--- config.mk ---
export PLATFORM = sky130hd
export DESIGN_NAME = settable_timekeeper
export DESIGN_NICKNAME = d
export VERILOG_FILES = /design/src/rtl/settable_timekeeper.sv
export SDC_FILE = /design/constraint.sdc
export NUM_CORES = 1
export LEC_CHECK = 0
export BUFFER_PORTS_ARGS = -buffer_cell sky130_fd_sc_hd__clkbuf_2
export CORE_AREA = 10 10 103 105
export CTS_CLUSTER_SIZE = 28
export DETAILED_ROUTE_END_ITERATION = 8
export DIE_AREA = 0 0 113 115
export GPL_TIMING_DRIVEN = 0
export PLACE_DENSITY = 0.83
export SYNTH_ARGS = -nofsm -noshare
export SYNTH_HDL_FRONTEND = slang
export SYNTH_SLANG_ARGS = --single-unit
--- constraint.sdc ---
create_clock -name clock -period 2.1 [get_ports clock]
set_input_delay 0.42 -clock clock [delete_from_list [all_inputs] [get_ports clock]]
set_output_delay 0.42 -clock clock [all_outputs]
set_load 0.01 [all_outputs]
--- src/rtl/settable_timekeeper.sv ---
// HH:MM:SS timekeeper with debounced mode/inc/dec buttons, set-mode timeout and a blinking mode LED.
// Latency: a button press takes effect 2 + DEBOUNCE + 1 cycles after its raw edge; all outputs are registered.
// Backpressure: none; raw button levels are sampled every cycle and the outputs are free-running.
module settable_timekeeper #(
    parameter int TICK_DIV      = 10000,
    parameter int DEBOUNCE      = 4,
    parameter int HOURS_MOD     = 24,
    parameter int SET_TIMEOUT_S = 10
) (
    input  logic        clock,
    input  logic        reset,
    input  logic        mode_btn,
    input  logic        inc_btn,
    input  logic        dec_btn,
    output logic [17:0] time_out,
    output logic [1:0]  mode,
    output logic        mode_led,
    output logic        sec_tick
);

    localparam int IDLE_LIMIT = SET_TIMEOUT_S * TICK_DIV;
    localparam int HALF_DIV   = TICK_DIV / 2;
    localparam int PS_W       = $clog2(TICK_DIV);
    localparam int DB_W       = $clog2(DEBOUNCE + 1);
    localparam int IDLE_W     = $clog2(IDLE_LIMIT);
    localparam int BL_W       = $clog2(HALF_DIV);

    localparam logic [PS_W-1:0]   PS_LAST   = PS_W'(TICK_DIV - 1);
    localparam logic [PS_W-1:0]   PS_ONE    = PS_W'(1);
    localparam logic [DB_W-1:0]   DB_LAST   = DB_W'(DEBOUNCE - 1);
    localparam logic [DB_W-1:0]   DB_ONE    = DB_W'(1);
    localparam logic [IDLE_W-1:0] IDLE_LAST = IDLE_W'(IDLE_LIMIT - 1);
    localparam logic [IDLE_W-1:0] IDLE_ONE  = IDLE_W'(1);
    localparam logic [BL_W-1:0]   BL_LAST   = BL_W'(HALF_DIV - 1);
    localparam logic [BL_W-1:0]   BL_ONE    = BL_W'(1);
    localparam logic [5:0]        MS_LAST   = 6'd59;
    localparam logic [5:0]        HR_LAST   = 6'(HOURS_MOD - 1);

    typedef enum logic [1:0] {
        RUN     = 2'd0,
        SET_SEC = 2'd1,
        SET_MIN = 2'd2,
        SET_HR  = 2'd3
    } mode_t;

    function automatic logic [5:0] step_up(input logic [5:0] v, input logic [5:0] last);
        return (v == last) ? 6'd0 : v + 6'd1;
    endfunction

    function automatic logic [5:0] step_down(input logic [5:0] v, input logic [5:0] last);
        return (v == 6'd0) ? last : v - 6'd1;
    endfunction

    // Button path, bit order {dec, inc, mode}: sync, debounce, rising-edge press pulse
    logic [2:0]      raw, sync1, sync2, level, press;
    logic [DB_W-1:0] db_cnt [3];

    assign raw = {dec_btn, inc_btn, mode_btn};

    always_ff @(posedge clock) begin
        if (reset) begin
            sync1 <= '0;
            sync2 <= '0;
            level <= '0;
            press <= '0;
            for (int i = 0; i < 3; i++) db_cnt[i] <= '0;
        end else begin
            sync1 <= raw;
            sync2 <= sync1;
            for (int i = 0; i < 3; i++) begin
                press[i] <= 1'b0;
                if (sync2[i] == level[i]) begin
                    db_cnt[i] <= '0;
                end else if (db_cnt[i] == DB_LAST) begin
                    db_cnt[i] <= '0;
                    level[i]  <= sync2[i];
                    press[i]  <= sync2[i];
                end else begin
                    db_cnt[i] <= db_cnt[i] + DB_ONE;
                end
            end
        end
    end

    logic mode_p, inc_p, dec_p, any_press, edit_inc, edit_dec;
    assign mode_p    = press[0];
    assign inc_p     = press[1];
    assign dec_p     = press[2];
    assign any_press = |press;

    mode_t             mode_q, mode_nxt;
    logic [PS_W-1:0]   presc_q;
    logic [IDLE_W-1:0] idle_q;
    logic [BL_W-1:0]   blink_q;
    logic [5:0]        sec_q, min_q, hr_q;
    logic              tick, timeout;

    // Simultaneous inc and dec cancel; edits use the mode held before any transition
    assign edit_inc = inc_p & ~dec_p & (mode_q != RUN);
    assign edit_dec = dec_p & ~inc_p & (mode_q != RUN);

    always_comb begin
        tick     = (mode_q == RUN) && (presc_q == PS_LAST);
        timeout  = (mode_q != RUN) && !any_press && (idle_q == IDLE_LAST);
        mode_nxt = mode_q;
        if (mode_p) begin
            case (mode_q)
                RUN:     mode_nxt = SET_SEC;
                SET_SEC: mode_nxt = SET_MIN;
                SET_MIN: mode_nxt = SET_HR;
                default: mode_nxt = RUN;
            endcase
        end else if (timeout) begin
            mode_nxt = RUN;
        end
    end

    always_ff @(posedge clock) begin
        if (reset) mode_q <= RUN;
        else       mode_q <= mode_nxt;
    end

    always_ff @(posedge clock) begin
        if (reset || mode_q != RUN || tick) presc_q <= '0;
        else                                presc_q <= presc_q + PS_ONE;

        if (reset || mode_q == RUN || any_press || mode_nxt != mode_q) idle_q <= '0;
        else                                                         idle_q <= idle_q + IDLE_ONE;

        sec_tick <= !reset && tick;
    end

    always_ff @(posedge clock) begin
        if (reset) begin
            blink_q  <= '0;
            mode_led <= 1'b0;
        end else if (mode_nxt != mode_q) begin
            blink_q  <= '0;
            mode_led <= (mode_nxt != RUN);
        end else if (mode_q == RUN) begin
            blink_q  <= '0;
            mode_led <= 1'b0;
        end else if (blink_q == BL_LAST) begin
            blink_q  <= '0;
            mode_led <= ~mode_led;
        end else begin
            blink_q  <= blink_q + BL_ONE;
        end
    end

    always_ff @(posedge clock) begin
        if (reset) begin
            sec_q <= '0;
            min_q <= '0;
            hr_q  <= '0;
        end else if (tick) begin
            sec_q <= step_up(sec_q, MS_LAST);
            if (sec_q == MS_LAST) begin
                min_q <= step_up(min_q, MS_LAST);
                if (min_q == MS_LAST) hr_q <= step_up(hr_q, HR_LAST);
            end
        end else if (edit_inc || edit_dec) begin
            case (mode_q)
                SET_SEC: sec_q <= edit_inc ? step_up(sec_q, MS_LAST) : step_down(sec_q, MS_LAST);
                SET_MIN: min_q <= edit_inc ? step_up(min_q, MS_LAST) : step_down(min_q, MS_LAST);
                SET_HR:  hr_q  <= edit_inc ? step_up(hr_q, HR_LAST)  : step_down(hr_q, HR_LAST);
                default: ;
            endcase
        end
    end

    assign time_out = {hr_q, min_q, sec_q};
    assign mode     = mode_q;

endmodule
======== Word level (Yosys, flattened, before mapping) ========
Memories as Yosys holds them, arrays and structs flattened.
Cells that the tools add are included.
operators by class
  eq/ne operators ......................... 18
  bitwise gates (word level) .............. 22
  $add $sub $neg .......................... 12
  reduce and logical (&&, ||, !) cells .... 34
  muxes and demuxes ....................... 71
operators by type and width
  operator                                                             number
  6-bit 2-to-1 mux                                                     21
  1-bit 2-to-1 mux                                                     38
  3-bit 2-to-1 mux                                                     9
  6-bit by 1-bit adder with 6-bit output (second input constant)       3
  6-bit zero test                                                      3
  6-bit by 1-bit subtractor with 6-bit output (second input constant)  3
  17-bit by 1-bit adder with 17-bit output (second input constant)     1
  17-bit == test (second input constant)                               1
  14-bit by 1-bit adder with 14-bit output (second input constant)     1
  14-bit == test (second input constant)                               1
  13-bit by 1-bit adder with 13-bit output (second input constant)     1
  13-bit == test (second input constant)                               1
  6-bit == test (second input constant)                                2
  2-bit nonzero test                                                   6
  3-bit OR reduction                                                   4
  3-bit by 1-bit adder with 3-bit output (second input constant)       3
  3-bit by 2-bit == test with 1-bit output (second input constant)     3
  1-bit inverter                                                       9
  1-bit bitwise OR                                                     9
  2-bit AND reduction                                                  4
  6-bit by 5-bit == test with 1-bit output (second input constant)     1
  1-bit logical OR                                                     6
  2-bit case mux with 3 select lines                                   1
  1-bit AND                                                            4
  13 further kinds                                                     22
word-level totals
  register bits after elaboration ......... 78
  memories ................................ 1
  input bits .............................. 5
  memory bits (writable) .................. 9
  output and inout bits ................... 22
memories
  memory  words  width  read ports  clocked after memory_dff  write ports  line  RTL
  db_cnt  3      3      3           0                         3            56    logic [DB_W-1:0] db_cnt [3];

======== Logic depth before layout (Yosys ltp) ========
Gate-level depths: netlist of the first run.
  depth after elaboration ................. 8
  gate-level depth with buffers ........... 9
  gate-level depth less buffers ........... 7

======== Worst setup path before layout of the first run ========
Ideal clock, no wire load.
  path type ............................... reg2reg
  from .................................... register mode_q[0] (netlist: mode[0])
  to ...................................... register idle_q[14]
  data required time ...................... 1.985 ns
  arrival time ............................ 2.087 ns
  library setup time ...................... 0.115 ns
  slack ................................... -0.102 ns
  clock period less this slack ............ 2.202 ns
  cell stages (with the launch flop) ...... 9
  path through ............................ dfxtp_1 inv_1 ha_1 buf_2 nor4_4 a41oi_4 o211ai_4 buf_8 nor2_2
on the way
  longest elaborated chain between the ends .. 7
  elaborated cells between the ends (all ways) .. 13
RTL lines
  item                            line  RTL
  start: declaration              91    mode_t mode_q, mode_nxt;
  start signal: assignment        120   else mode_q <= mode_nxt;
  2-bit nonzero test              104   timeout = (mode_q != RUN) && !any_press && (idle_q == IDLE_LAST);
  1-bit logical AND (2 in a row)  104
  2-bit 2-to-1 mux                113   end else if (timeout) begin
  2-bit 2-to-1 mux                106   if (mode_p) begin
  2-bit != test                   127   if (reset || mode_q == RUN || any_press || mode_nxt != mode_q) idle_q <= '0;
  1-bit logical OR *              127
  end signal: assignment          128   else idle_q <= idle_q + IDLE_ONE;
  end: declaration                93    logic [IDLE_W-1:0] idle_q;
Every way passes the cells marked *; elsewhere a longest branch is shown, timed or not.
A chain may end at the register's enable or synchronous reset.

======== Final worst setup path of the first run ========
  from .................................... register hr_q[0]
  to ...................................... register hr_q[0]
on the way
  longest elaborated chain between the ends .. 6
  elaborated cells between the ends (all ways) .. 12
RTL lines
  item                                                                 line    RTL
  start: declaration                                                   95      logic [5:0] sec_q, min_q, hr_q;
  start signal: assignment                                             160     if (min_q == MS_LAST) hr_q <= step_up(hr_q, HR_LAST);
  start signal: assignment                                             166     SET_HR: hr_q <= edit_inc ? step_up(hr_q, HR_LAST) : step_down(hr_q, HR_LAST);
  6-bit by 1-bit subtractor with 6-bit output (tied with other cells)  51      return (v == 6'd0) ? last : v - 6'd1;
  6-bit 2-to-1 mux, on equally long branches                           51, 47
  6-bit 2-to-1 mux                                                     166
  6-bit 2-to-1 mux                                                     163     case (mode_q)
  6-bit 2-to-1 mux                                                     162     end else if (edit_inc || edit_dec) begin
  6-bit 2-to-1 mux *                                                   156     end else if (tick) begin
Every way passes the cells marked *; elsewhere a longest branch is shown, timed or not. The select of a mux whose other input is x is not followed.

==> results of run 1 <==
==> sequential cells by signal (all words and copies together) (netlist names) <==
| register | cells |
|---|---|
| idle_q | 17 |
| presc_q | 14 |
| blink_q | 13 |
| db_cnt | 9 |
| hr_q | 6 |
| min_q | 6 |
| sec_q | 6 |
| level | 3 |
| press | 3 |
| sync1 | 3 |
| sync2 | 3 |
| mode | 2 |
| mode_led | 1 |
| sec_tick | 1 |
==> critical path, delay by kind of cell, from the launching register on <==
family | cells | cell delay [ns]
and+or+nand+nor | 2 | 0.79
DFF | 1 | 0.50
AOI/OAI and AO/OA | 2 | 0.41
adders and majority gates | 1 | 0.26
==> layer usage <==
metal	vias to the layer above	part of all wire
met2	120	0.48
met3	28	0.047
met4	0	0.027
met5	-	0
li1	1974	-
met1	1897	0.44
==> cell type report <==
cell class | instances | area share
clock buffer | 10 | 0.0241
sequential | 87 | 0.348
clock inverter | 6 | 0.00829
tap | 108 | 0.0256
timing repair buffer | 33 | 0.0346
multi-input combinational | 400 | 0.515
buffer | 21 | 0.0251
inverter | 27 | 0.0192
==> cell usage after synthesis, types with 2 or more instances <==
cell type / number / area (um2)
edfxtp_1: 9 / 270
dfxtp_1: 78 / 1560
or4b_2: 2 / 20.0
nor3_1: 10 / 50.1
a31oi_1: 2 / 12.5
nand4b_1: 4 / 35.0
xor2_1: 19 / 166
buf_2: 3 / 15.0
clkbuf_1: 14 / 52.6
nand3b_1: 2 / 15.0
and4_1: 2 / 17.5
o21a_1: 2 / 15.0
a211oi_1: 6 / 45.0
nand4_1: 20 / 125
and3_1: 2 / 12.5
o31ai_1: 2 / 15.0
a311oi_1: 2 / 17.5
ha_1: 22 / 275
nand2_1: 30 / 113
nor2_2: 10 / 62.6
a21oi_1: 23 / 115
mux2i_1: 5 / 50.1
nor4bb_1: 5 / 50.1
xnor2_1: 29 / 254
nor2b_1: 10 / 62.6
nor4_1: 4 / 25.0
or3_1: 9 / 56.3
nor3b_1: 3 / 22.5
o211ai_1: 8 / 60.1
o2111ai_1: 3 / 26.3
nor2_1: 71 / 267
o211a_1: 3 / 30.0
nand3_1: 29 / 145
buf_4: 2 / 15.0
or4_1: 2 / 15.0
o22ai_1: 3 / 18.8
inv_1: 27 / 101
a22oi_1: 3 / 22.5
o21ai_0: 20 / 100
==> power breakdown <==
part	leakage, nW	total [mW]	internal, mW	switching [mW]
sequential	0.725	1.70	1.69	0.00986
combinational	1.03	0.0696	0.0253	0.0443
clock	0.0832	1.06	0.435	0.628
==> logic make-up (layout without fill, tap and decap cells) <==
logic type | after synthesis | count (layout) | synth area share
AO/OA/AOI/OAI | 93 | 93 | 0.142
XOR/XNOR | 48 | 48 | 0.0908
adder cells (fa/ha/maj) | 22 | 22 | 0.0594
buffers and inverters | 48 | 97 | 0.0438
flip-flops | 87 | 87 | 0.396
multiplexers | 5 | 5 | 0.0108
other | 1 | 9 | 0.000810
AND/OR/NAND/NOR | 223 | 223 | 0.257
==> worst min path at each step <==
stage,startpoint,end,slack [ns],depth (start not counted)
2_1_floorplan,presc_q[0]$_SDFF_PP0_,presc_q[0]$_SDFF_PP0_,0.41,1
3_3_place_gp,sync1[2]$_SDFF_PP0_,sync2[2]$_SDFF_PP0_,0.42,1
3_5_place_dp,sync1[2]$_SDFF_PP0_,sync2[2]$_SDFF_PP0_,0.42,1
4_1_cts,mode_btn,sync1[0]$_SDFF_PP0_,0.27,2
5_1_grt,mode_btn,sync1[0]$_SDFF_PP0_,0.28,2
6_report,mode_btn,sync1[0]$_SDFF_PP0_,0.27,2
==> timing repair <==
item	in CTS	in global routing
pin swaps	4	4
gates resized for setup	21	30
buffers inserted	6	1
setup endpoints to repair	58	54
==> summary.md, run 1 <==
| Metric | Value |
|---|---|
| # setup viols final | 0 |
| Worst reg-to-reg setup slack | ~0.044 ns |
| Met3 usage in global routing | 0.0266 |
| Global Route Usage Sum | 0.157 |
| PD cells | approximately 540 nW/um2 |
| Sequential area share after synthesis | 0.396 |
| Layout cells sized above 1 | 0.180 |
| Gpl congestion | roughly 0.88 |
| Clock-pin slew on the worst setup and hold paths | 0.09 ns |
| GRT met2 Usage | 0.265 |
| CTS tree | yes |
| Setup Skew | about 0.012 ns |
| DR iter-0 viols | about 260 |
| Die area | 13000 um2 |
| Post-synth EDFFs | 9 |
| # diodes | 0 |
| Gate count after technology mapping | about 530 |
| Via-to-Cell Ratio | 5.81 |
| Synthesis-stage register bit count | 87 |
| Util after Layout | 0.618 |
| P_leak | about 1.8 nW |
| Crit start category | flop |
| H-Tree Depth | 3 |
| Worst Tran Pin Value | about 0.67 ns |
| Synth warn | 0 |
| Crit path from | hr_q[0]$_SDFFE_PP0P_ |
| CTS Buffer Depth | 2 |
| Synth async-reset ratio | 0 |
| WL final | between 10000 and 15000 um |
| Mapped cell area | 4630 um2 |
| Area of the multi-input gates | roughly 2700 um2 |
| Initial antenna violation count | 0 |
| Commonest non-fill, non-tap cell in the layout | dfxtp_1 |
| Crit-path cells | ha_1 > nand2_1 > or4b_2 > o21a_1 > o211a_1 |
| Setup CP Type | reg -> reg |
| Final clock period utilization by the worst path | 0.979 |
| Gr busiest metal | met2 |
| Filler cell count | ~720 |
| # port buffers | 26 |
| Worst reg2reg startpoint | hr_q[0]$_SDFFE_PP0P_ |
| Total number of vias | between 4000 and 5000 |
| WL/cell | between 15 and 20 um |
| Synth unique cells | 66 |
| Final Hold Fails | 0 |
| Status | finished clean |
| Slew margin rel. | 0.551 |
| Vias in the first global route | 3829 |
| Global-route wire length before repair | about 17000 um |
| Max Cap Viol | 0 |
| Die width | ~110 um |
| Crit path DAT | ~2.3 ns |
| Slowest cell on the critical path | or4b_2 |
| Initial core utilization | 0.542 |
| Max Slew Vio Count | 0 |
| Ys flop type | dfxtp_1 |
| Most frequent cells in the layout | 74 x dfxtp_1, 68 x nor2_1, 29 x xnor2_1, 29 x nand3_1, 29 x nand2_1 |
| CP max stage delay | about 0.69 ns |
| Setup Slack @ Placement | -0.240 ns |
| Syn-to-layout area delta | 14.1% |
| Fmax | a little under 0.5 GHz |
| Reg area | between 1500 and 2000 um2 |
| Met1 Track Usage GR | 0.191 |
| Data required, critical path | roughly 2.4 ns |
| Crit path time final | a little over 2 ns |
| Post-CTS Hold Buffers | 0 |
| Hold crit path type | in -> reg |
| Sink Count | 87 |
| Die H | ~120 um |
| Worst Reg-to-Reg Cells | 5 |
| Placed instance area | a little under 5000 um2 |
| Final #Nets | between 600 and 700 |
| Setup TNS | 0 ns |
| First-pass DRT Iterations | 5 |
| Largest net degree at the start of global routing | 16 |
| Cells after DPL | about 670 |
| DRC violations left | 0 |
| Total power | 2.84 mW |
| FF-to-FF End | hr_q[0]$_SDFFE_PP0P_ |
| I/O pin cnt | 27 |
| Congestion Overflow GR | 0 |
| RSZ-0062 raised after global routing | true |
| Post-route cell area | 5290 um2 |
| HPWL after detailed placement | 7190 um |
| Worst-Skew Late Latency | 0.36 ns |
| Worst-path fanout max | 8 |
| Num CTS Buffers | 9 |
| Core box area | 8550 um2 |
| Std cell rows | 34 |
| Layout Cells excl Fill | between 600 and 700 |
| Critical path endpoint | hr_q[0]$_SDFFE_PP0P_ |
| Setup ws final | approximately 0.044 ns |
| Hold_ws | around 0.27 ns |
| Remaining antenna violation count after routing | 0 |
| Clk Tree Root Cell | clkbuf_8 |
| Crit. End Element | flop |
| VDD IR-drop max | 0.000334 V |
| Syn_area_per_cell | roughly 8.8 um2 |
Note: power is estimated with default switching activity, not from simulation.
==> inputs of run 2 (changes only) <==
--- a/config.mk
+++ b/config.mk
@@ -6,12 +6,12 @@
 export NUM_CORES = 1
 export LEC_CHECK = 0
 export BUFFER_PORTS_ARGS = -buffer_cell sky130_fd_sc_hd__clkbuf_2
-export CORE_AREA = 10 10 103 105
+export CORE_AREA = 10 10 119 121
 export CTS_CLUSTER_SIZE = 28
 export DETAILED_ROUTE_END_ITERATION = 8
-export DIE_AREA = 0 0 113 115
+export DIE_AREA = 0 0 129 131
 export GPL_TIMING_DRIVEN = 0
-export PLACE_DENSITY = 0.83
+export PLACE_DENSITY = 0.66
 export SYNTH_ARGS = -nofsm -noshare
 export SYNTH_HDL_FRONTEND = slang
 export SYNTH_SLANG_ARGS = --single-unit
==> run 2 against run 1 <==
  * Die area up 30%
  * Clock-buffer cell count up 3
  * Non-clock buffer count up 8
  * Global-route usage down 3.5 points
  * Clock skew down 0.0021 ns
  * Combinational power down 0.6%
  * Utilization down 15 points
  * Routed wire length up 0.12%
  * Maximum frequency down 0.38%
  * Cell area up 5.2%
  * Critical endpoint is now sec_q[5]$_SDFFE_PP0P_
  * Largest power group unchanged
==> summary.md, run 2 (synthesized netlist as in run 1, its figures left out) <==
| Metric | Value |
|---|---|
| Status | finished clean |
| Global Route Usage Sum | 0.123 |
| Final #Nets | 614 |
| Max Cap Viol | 0 |
| Worst Reg-to-Reg Cells | 7 |
| Layout Cells excl Fill | 739 |
| Congestion Overflow GR | 0 |
| Num CTS Buffers | 9 |
| Largest register FFs | 17 |
| Via-to-Cell Ratio | 5.30 |
| Initial core utilization | 0.392 |
| # setup viols final | 0 |
| Clk Tree Root Cell | clkbuf_16 |
| Crit path time final | approximately 2.1 ns |
| Hold crit path type | in -> reg |
| Clock-pin slew on the worst setup and hold paths | approximately 0.060 ns |
| Slew margin rel. | 0.559 |
| Syn-to-layout area delta | 20.1% |
| Die H | around 130 um |
| Most frequent cells in the layout | 72 x dfxtp_1, 67 x nor2_1, 29 x xnor2_1, 29 x nand3_1, 29 x nand2_1 |
| H-Tree Depth | 3 |
| RSZ-0062 raised after global routing | true |
| Setup Slack @ Placement | -0.234 ns |
| Setup TNS | 0 ns |
| First-pass DRT Iterations | 5 |
| Crit start category | flop |
| Core box area | ~12000 um2 |
| Crit path DAT | approximately 2.3 ns |
| # port buffers | 26 |
| Setup CP Type | reg -> reg |
| Hold path depth | 2 |
| Initial antenna violation count | 0 |
| PD cells | around 600 nW/um2 |
| Std cell rows | 40 |
| Final clock period utilization by the worst path | 0.983 |
| Cells after DPL | roughly 710 |
| Global-route wire length before repair | ~17000 um |
| WL final | 10500 um |
| Worst-path fanout max | 10 |
| Setup ws final | about 0.036 ns |
| Total power | between 3 and 4 mW |
| Most flop-heavy register | idle_q |
| Remaining antenna violation count after routing | 0 |
| Filler cell count | roughly 1100 |
| Worst Tran Pin Value | 0.662 ns |
| Commonest non-fill, non-tap cell in the layout | dfxtp_1 |
| Largest regs | idle_q x17, presc_q x14, blink_q x13 |
| HPWL after detailed placement | 7100 um |
| Vias in the first global route | around 3600 |
| Fmax | a little under 0.5 GHz |
| CTS tree | yes |
| Die area | about 17000 um2 |
| DR iter-0 viols | a little under 400 |
| DRC violations left | 0 |
| Crit. End Element | flop |
| Final Hold Fails | 0 |
| Setup Skew | approximately 0.0097 ns |
| Die width | roughly 130 um |
| P_leak | 1.96 nW |
| Data required, critical path | around 2.3 ns |
| Area of the multi-input gates | 2740 um2 |
| Gpl congestion | ~0.93 |
| Post-CTS Hold Buffers | 0 |
| Total number of vias | approximately 4000 |
| # diodes | 0 |
| Max Slew Vio Count | 0 |
| Reg area | ~1800 um2 |
| CTS Buffer Depth | 2 |
| Worst-Skew Late Latency | ~0.34 ns |
| Largest net degree at the start of global routing | 16 |
| Layout cells sized above 1 | 0.182 |
| Util after Layout | 0.471 |
| VDD IR-drop max | roughly 0.00037 V |
| Sink Count | 87 |
| I/O pin cnt | 27 |
| WL/cell | between 10 and 15 um |
-- run 2: routing by layer --
metal  routed length (um)  track usage
met4                  106       0.0441
met3                  470       0.0314
met1                 4890        0.153
met5                    0            0
met2                 5000        0.200
-- run 2: report_power, final --
| part | switching [mW] | leakage, nW | internal (mW) |
|---|---|---|---|
| logic | 0.0441 | 1.09 | 0.0250 |
| clock network | 0.663 | 0.142 | 0.913 |
| registers | 0.00983 | 0.727 | 1.69 |
-- run 2: final cells by class --
type                       instances  share of cell area
inverter                          27              0.0182
clock inverter                     3             0.00405
buffer                            21              0.0241
sequential                        87               0.333
multi-input combinational        400               0.492
clock buffer                      13              0.0488
tap                              147              0.0331
timing repair buffer              41              0.0468
-- run 2: what timing repair did --
item,4_1_cts,5_1_grt
resized for setup,12,43
endpoints found under the hold margin,0,0
setup endpoints to repair,57,55
gates cloned,0,1
setup buffers,8,6
pin swaps,4,10
-- run 2: metrics by stage --
step | area, um2 | hold slack (ns)
after CTS | 5360 | 0.279
after detailed placement | 4980 | 0.423
after floorplan | 4660 | 0.413
after global routing | 5560 | 0.281
final | 5560 | 0.283
after global placement | 4980 | 0.419
-- run 2: worst paths after layout --
kind,startpoint,slack (ns),endpoint
max,mode[1]$_SDFF_PP0_,0.04,sec_q[5]$_SDFFE_PP0P_
max reg2reg,mode[1]$_SDFF_PP0_,0.04,sec_q[5]$_SDFFE_PP0P_
min,dec_btn,0.28,sync1[2]$_SDFF_PP0_
min reg2reg,sync1[2]$_SDFF_PP0_,0.44,sync2[2]$_SDFF_PP0_
-- run 2: worst max-delay path, stage by stage (launching register included) --
cell and delay, ns:
dfxtp_4 0.39, inv_1 0.08, ha_1 0.20, buf_4 0.19
nor2_2 0.34, a21o_2 0.29, mux2i_1 0.10, a2111oi_1 0.35
==> inputs of run 3 (changes only) <==
--- a/config.mk
+++ b/config.mk
@@ -5,11 +5,12 @@
 export SDC_FILE = /design/constraint.sdc
 export NUM_CORES = 1
 export LEC_CHECK = 0
+export ABC_AREA = 1
 export BUFFER_PORTS_ARGS = -buffer_cell sky130_fd_sc_hd__clkbuf_2
-export CORE_AREA = 10 10 119 121
+export CORE_AREA = 10 10 120 122
 export CTS_CLUSTER_SIZE = 28
 export DETAILED_ROUTE_END_ITERATION = 8
-export DIE_AREA = 0 0 129 131
+export DIE_AREA = 0 0 130 132
 export GPL_TIMING_DRIVEN = 0
 export PLACE_DENSITY = 0.66
 export SYNTH_ARGS = -nofsm -noshare
==> run 3 against run 2 <==
  * Die area is 1.5% higher
  * Worst setup slack improved by 0.083 ns
  * Sequential share of layout area rose by 0.94 points
  * Critical endpoint is now blink_q[4]$_SDFF_PP0_
  * Total power fell by 0.26%
  * Maximum frequency grew 4.2%
  * Worst hold slack got worse by 0.021 ns
==> summary.md, run 3 <==
| Metric | Value |
|---|---|
| Worst reg-to-reg setup slack | roughly 0.12 ns |
| Crit path from | mode[0]$_SDFF_PP0_ |
| Ys flop type | dfxtp_1 |
| DRC violations left | 0 |
| Sequential area share after synthesis | 0.389 |
| Status | finished clean |
| Top cell type by total area after synthesis | dfxtp_1 |
| Most frequent cells in the layout | 109 x nor2_1, 103 x nand2_1, 82 x inv_1 |
| Post-synth EDFFs | 9 |
| Crit start category | flop |
| CTS Buffer Depth | 2 |
| DR iter-0 viols | 182 |
| Setup Skew | a little over 0.005 ns |
| Clk Tree Root Cell | clkbuf_16 |
| Vias in the first global route | approximately 3700 |
| Largest net degree at the start of global routing | 16 |
| Largest regs | idle_q x17, presc_q x14, blink_q x13 |
| Util after Layout | 0.452 |
| Worst-Skew Late Latency | ~0.34 ns |
| Synth top area share | 0.331 |
| Layout cells sized above 1 | 0.126 |
| Most frequent cell after synthesis | nor2_1 |
| Max Slew Vio Count | 0 |
| Hold crit path type | in -> reg |
| Sw power | about 0.7 mW |
| Min-delay src | mode_btn |
| Num CTS Buffers | 9 |
| Top delay family on crit path | simple AND/OR/NAND/NOR gates |
| Setup ws final | about 0.12 ns |
| WL/cell | 11.4 um |
| Commonest non-fill, non-tap cell in the layout | nor2_1 |
| PD cells | 620 nW/um2 |
| Initial core utilization | 0.396 |
| Synth warn | 0 |
| Synthesis-stage register bit count | 87 |
| Worst-path fanout max | 8 |
| Die area | approximately 17000 um2 |
| Final #Nets | just over 700 |
| Remaining antenna violation count after routing | 0 |
| Syn_area_per_cell | ~7.4 um2 |
| Setup Buffers After CTS | 0 |
| Worst reg2reg startpoint | mode[0]$_SDFF_PP0_ |
| WL final | approximately 9400 um |
| # setup viols final | 0 |
| # port buffers | 26 |
| Congestion Overflow GR | 0 |
| Clock-pin slew on the worst setup and hold paths | roughly 0.06 ns |
| Total number of vias | 4024 |
| Setup Slack @ Placement | ~0.0033 ns |
| Crit path depth | 14 |
| Syn-to-layout area delta | 14.1% |
| Setup CP Type | reg -> reg |
| Combinational share of power | 0.020 |
| CTS tree | yes |
| Sequential power share | 0.510 |
| Fmax | around 0.50 GHz |
| Die H | approximately 130 um |
| Max Cap Viol | 0 |
| Via-to-Cell Ratio | 4.84 |
| Internal | around 2.6 mW |
| VDD IR-drop max | approximately 0.00035 V |
| P_leak | between 2 and 2.5 nW |
| Final Hold Fails | 0 |
| Mapped cell area | ~4700 um2 |
| Critical path endpoint | blink_q[4]$_SDFF_PP0_ |
| Final clock period utilization by the worst path | 0.943 |
| Most flop-heavy register | idle_q |
| HPWL after detailed placement | about 7000 um |
| I/O pin cnt | 27 |
| Synth cell count leaders | 109 x nor2_1, 103 x nand2_1, 82 x inv_1 |
| Initial antenna violation count | 0 |
| Sink Count | a little under 90 |
| Setup TNS | 0 ns |
| Data required, critical path | 2.34 ns |
| Global-route wire length before repair | 16200 um |
| Synth top area cells | dfxtp_1 33%, nor2_1 8.7%, nand2_1 8.2% |
| Gate count after technology mapping | between 600 and 700 |
| First-pass DRT Iterations | 5 |
| RSZ-0062 raised after global routing | true |
| Crit path time final | ~2.0 ns |
| H-Tree Depth | 3 |
| Worst Tran Pin Value | approximately 0.54 ns |
| Crit path DAT | around 2.2 ns |
| Synth async-reset ratio | 0 |
| Clk network pwr share | 0.470 |
| Slew margin rel. | 0.641 |
| Synth unique cells | 44 |
| Crit-path cells | inv_1 > ha_1 > buf_4 > nor2_2 > nand2_1 > nor2_1 > nand3_2 > nand2_1 > nand3_1 > nand2_2 > nor2_4 > nand3_4 > buf_4 > nor2_1 |
| Die width | 130 um |
| Worst Reg-to-Reg Cells | 14 |
| Gpl congestion | slightly below 0.9 |
| CP max stage delay | ~0.37 ns |
| Largest register FFs | 17 |
| FF-to-FF End | blink_q[4]$_SDFF_PP0_ |
| Global Route Usage Sum | 0.112 |
| Slowest cell on the critical path | dfxtp_4 |
| Crit. End Element | flop |
| Switch share | 0.211 |
| Std cell rows | 40 |
| Core box area | between 10000 and 15000 um2 |
| # diodes | 0 |
| CP Buf/Inv Count | 3 |
==> run 3: cell types whose count changed in the layout (fill, tap and decap cells not counted), sizes merged, moves of 7 or more <==
cell,delta
nand2,+78
inv,+56
nor2,+33
nand3,+17
xnor2,-16
clkbuf,-15
o21ai,+14
buf,-10
nor2b,-10
or3,-9
o211ai,-8
nand4,-7
==> run 3: worst min-delay path by stage <==
| stage | endpoint | slack (ns) | cells after the start |
|---|---|---|---|
| after detailed placement | sync2[0]$_SDFF_PP0_ | 0.39 | 2 |
| after global routing | sync1[2]$_SDFF_PP0_ | 0.27 | 3 |
| final | sync1[0]$_SDFF_PP0_ | 0.26 | 3 |
| after CTS | sync1[2]$_SDFF_PP0_ | 0.25 | 3 |
| after floorplan | sync2[0]$_SDFF_PP0_ | 0.39 | 2 |
| after global placement | sync2[1]$_SDFF_PP0_ | 0.39 | 2 |
==> run 3: layout make-up <==
class / count / area (um2)
buffer: 13 / 93.8
timing repair buffer: 27 / 138
inverter: 85 / 322
tap: 147 / 184
fill: 1192 / 6530
clock inverter: 6 / 62.6
sequential: 87 / 1840
multi-input combinational: 456 / 2510
clock buffer: 10 / 229
==> run 3: cells by family after synthesis <==
kind of cell | synth area share
simple gates | 0.304
compound gates | 0.0876
fa+ha+maj | 0.0584
flops | 0.389
other cells | 0.000795
xor+xnor | 0.0706
buf+inv | 0.0900
==> run 3: routing by layer <==
metal	global-route usage	part of all wire	vias up
met5	0	0	-
met2	0.181	0.46	69
li1	-	-	2119
met3	0.0221	0.033	15
met4	0.0556	0.022	0
met1	0.139	0.48	1821
==> run 3: per-stage QoR <==
step | area, um2 | hold WS [ns] | total power, mW | instances
2_1_floorplan | 4740 | 0.388 | 1.79 | 642
3_3_place_gp | 5060 | 0.392 | 1.81 | 815
3_5_place_dp | 5060 | 0.394 | 1.81 | 815
4_1_cts | 5350 | 0.249 | 3.39 | 831
5_1_grt | 5380 | 0.267 | 3.47 | 831
6_report | 5380 | 0.262 | 3.34 | 831
==> run 3: worst min-delay path: stages <==
cell	delay, ns
clkbuf_2	0.08
inv_1	0.04
nor2_1	0.03
==> run 3: power by group through the flow <==
stage               clock (mW)  sequential [mW]  combinational [mW]
finish                    1.57             1.70              0.0665
global route              1.69             1.70              0.0806
CTS                       1.61             1.71              0.0664
detailed placement           0             1.74              0.0663
global placement             0             1.74              0.0647
floorplan                    0             1.74              0.0487
==> run 3: what timing repair did <==
action,CTS,global route
pin swaps,0,1
gates resized for setup,2,8
hold buffers,0,0
endpoints found under the setup margin,11,28
gates cloned,0,1
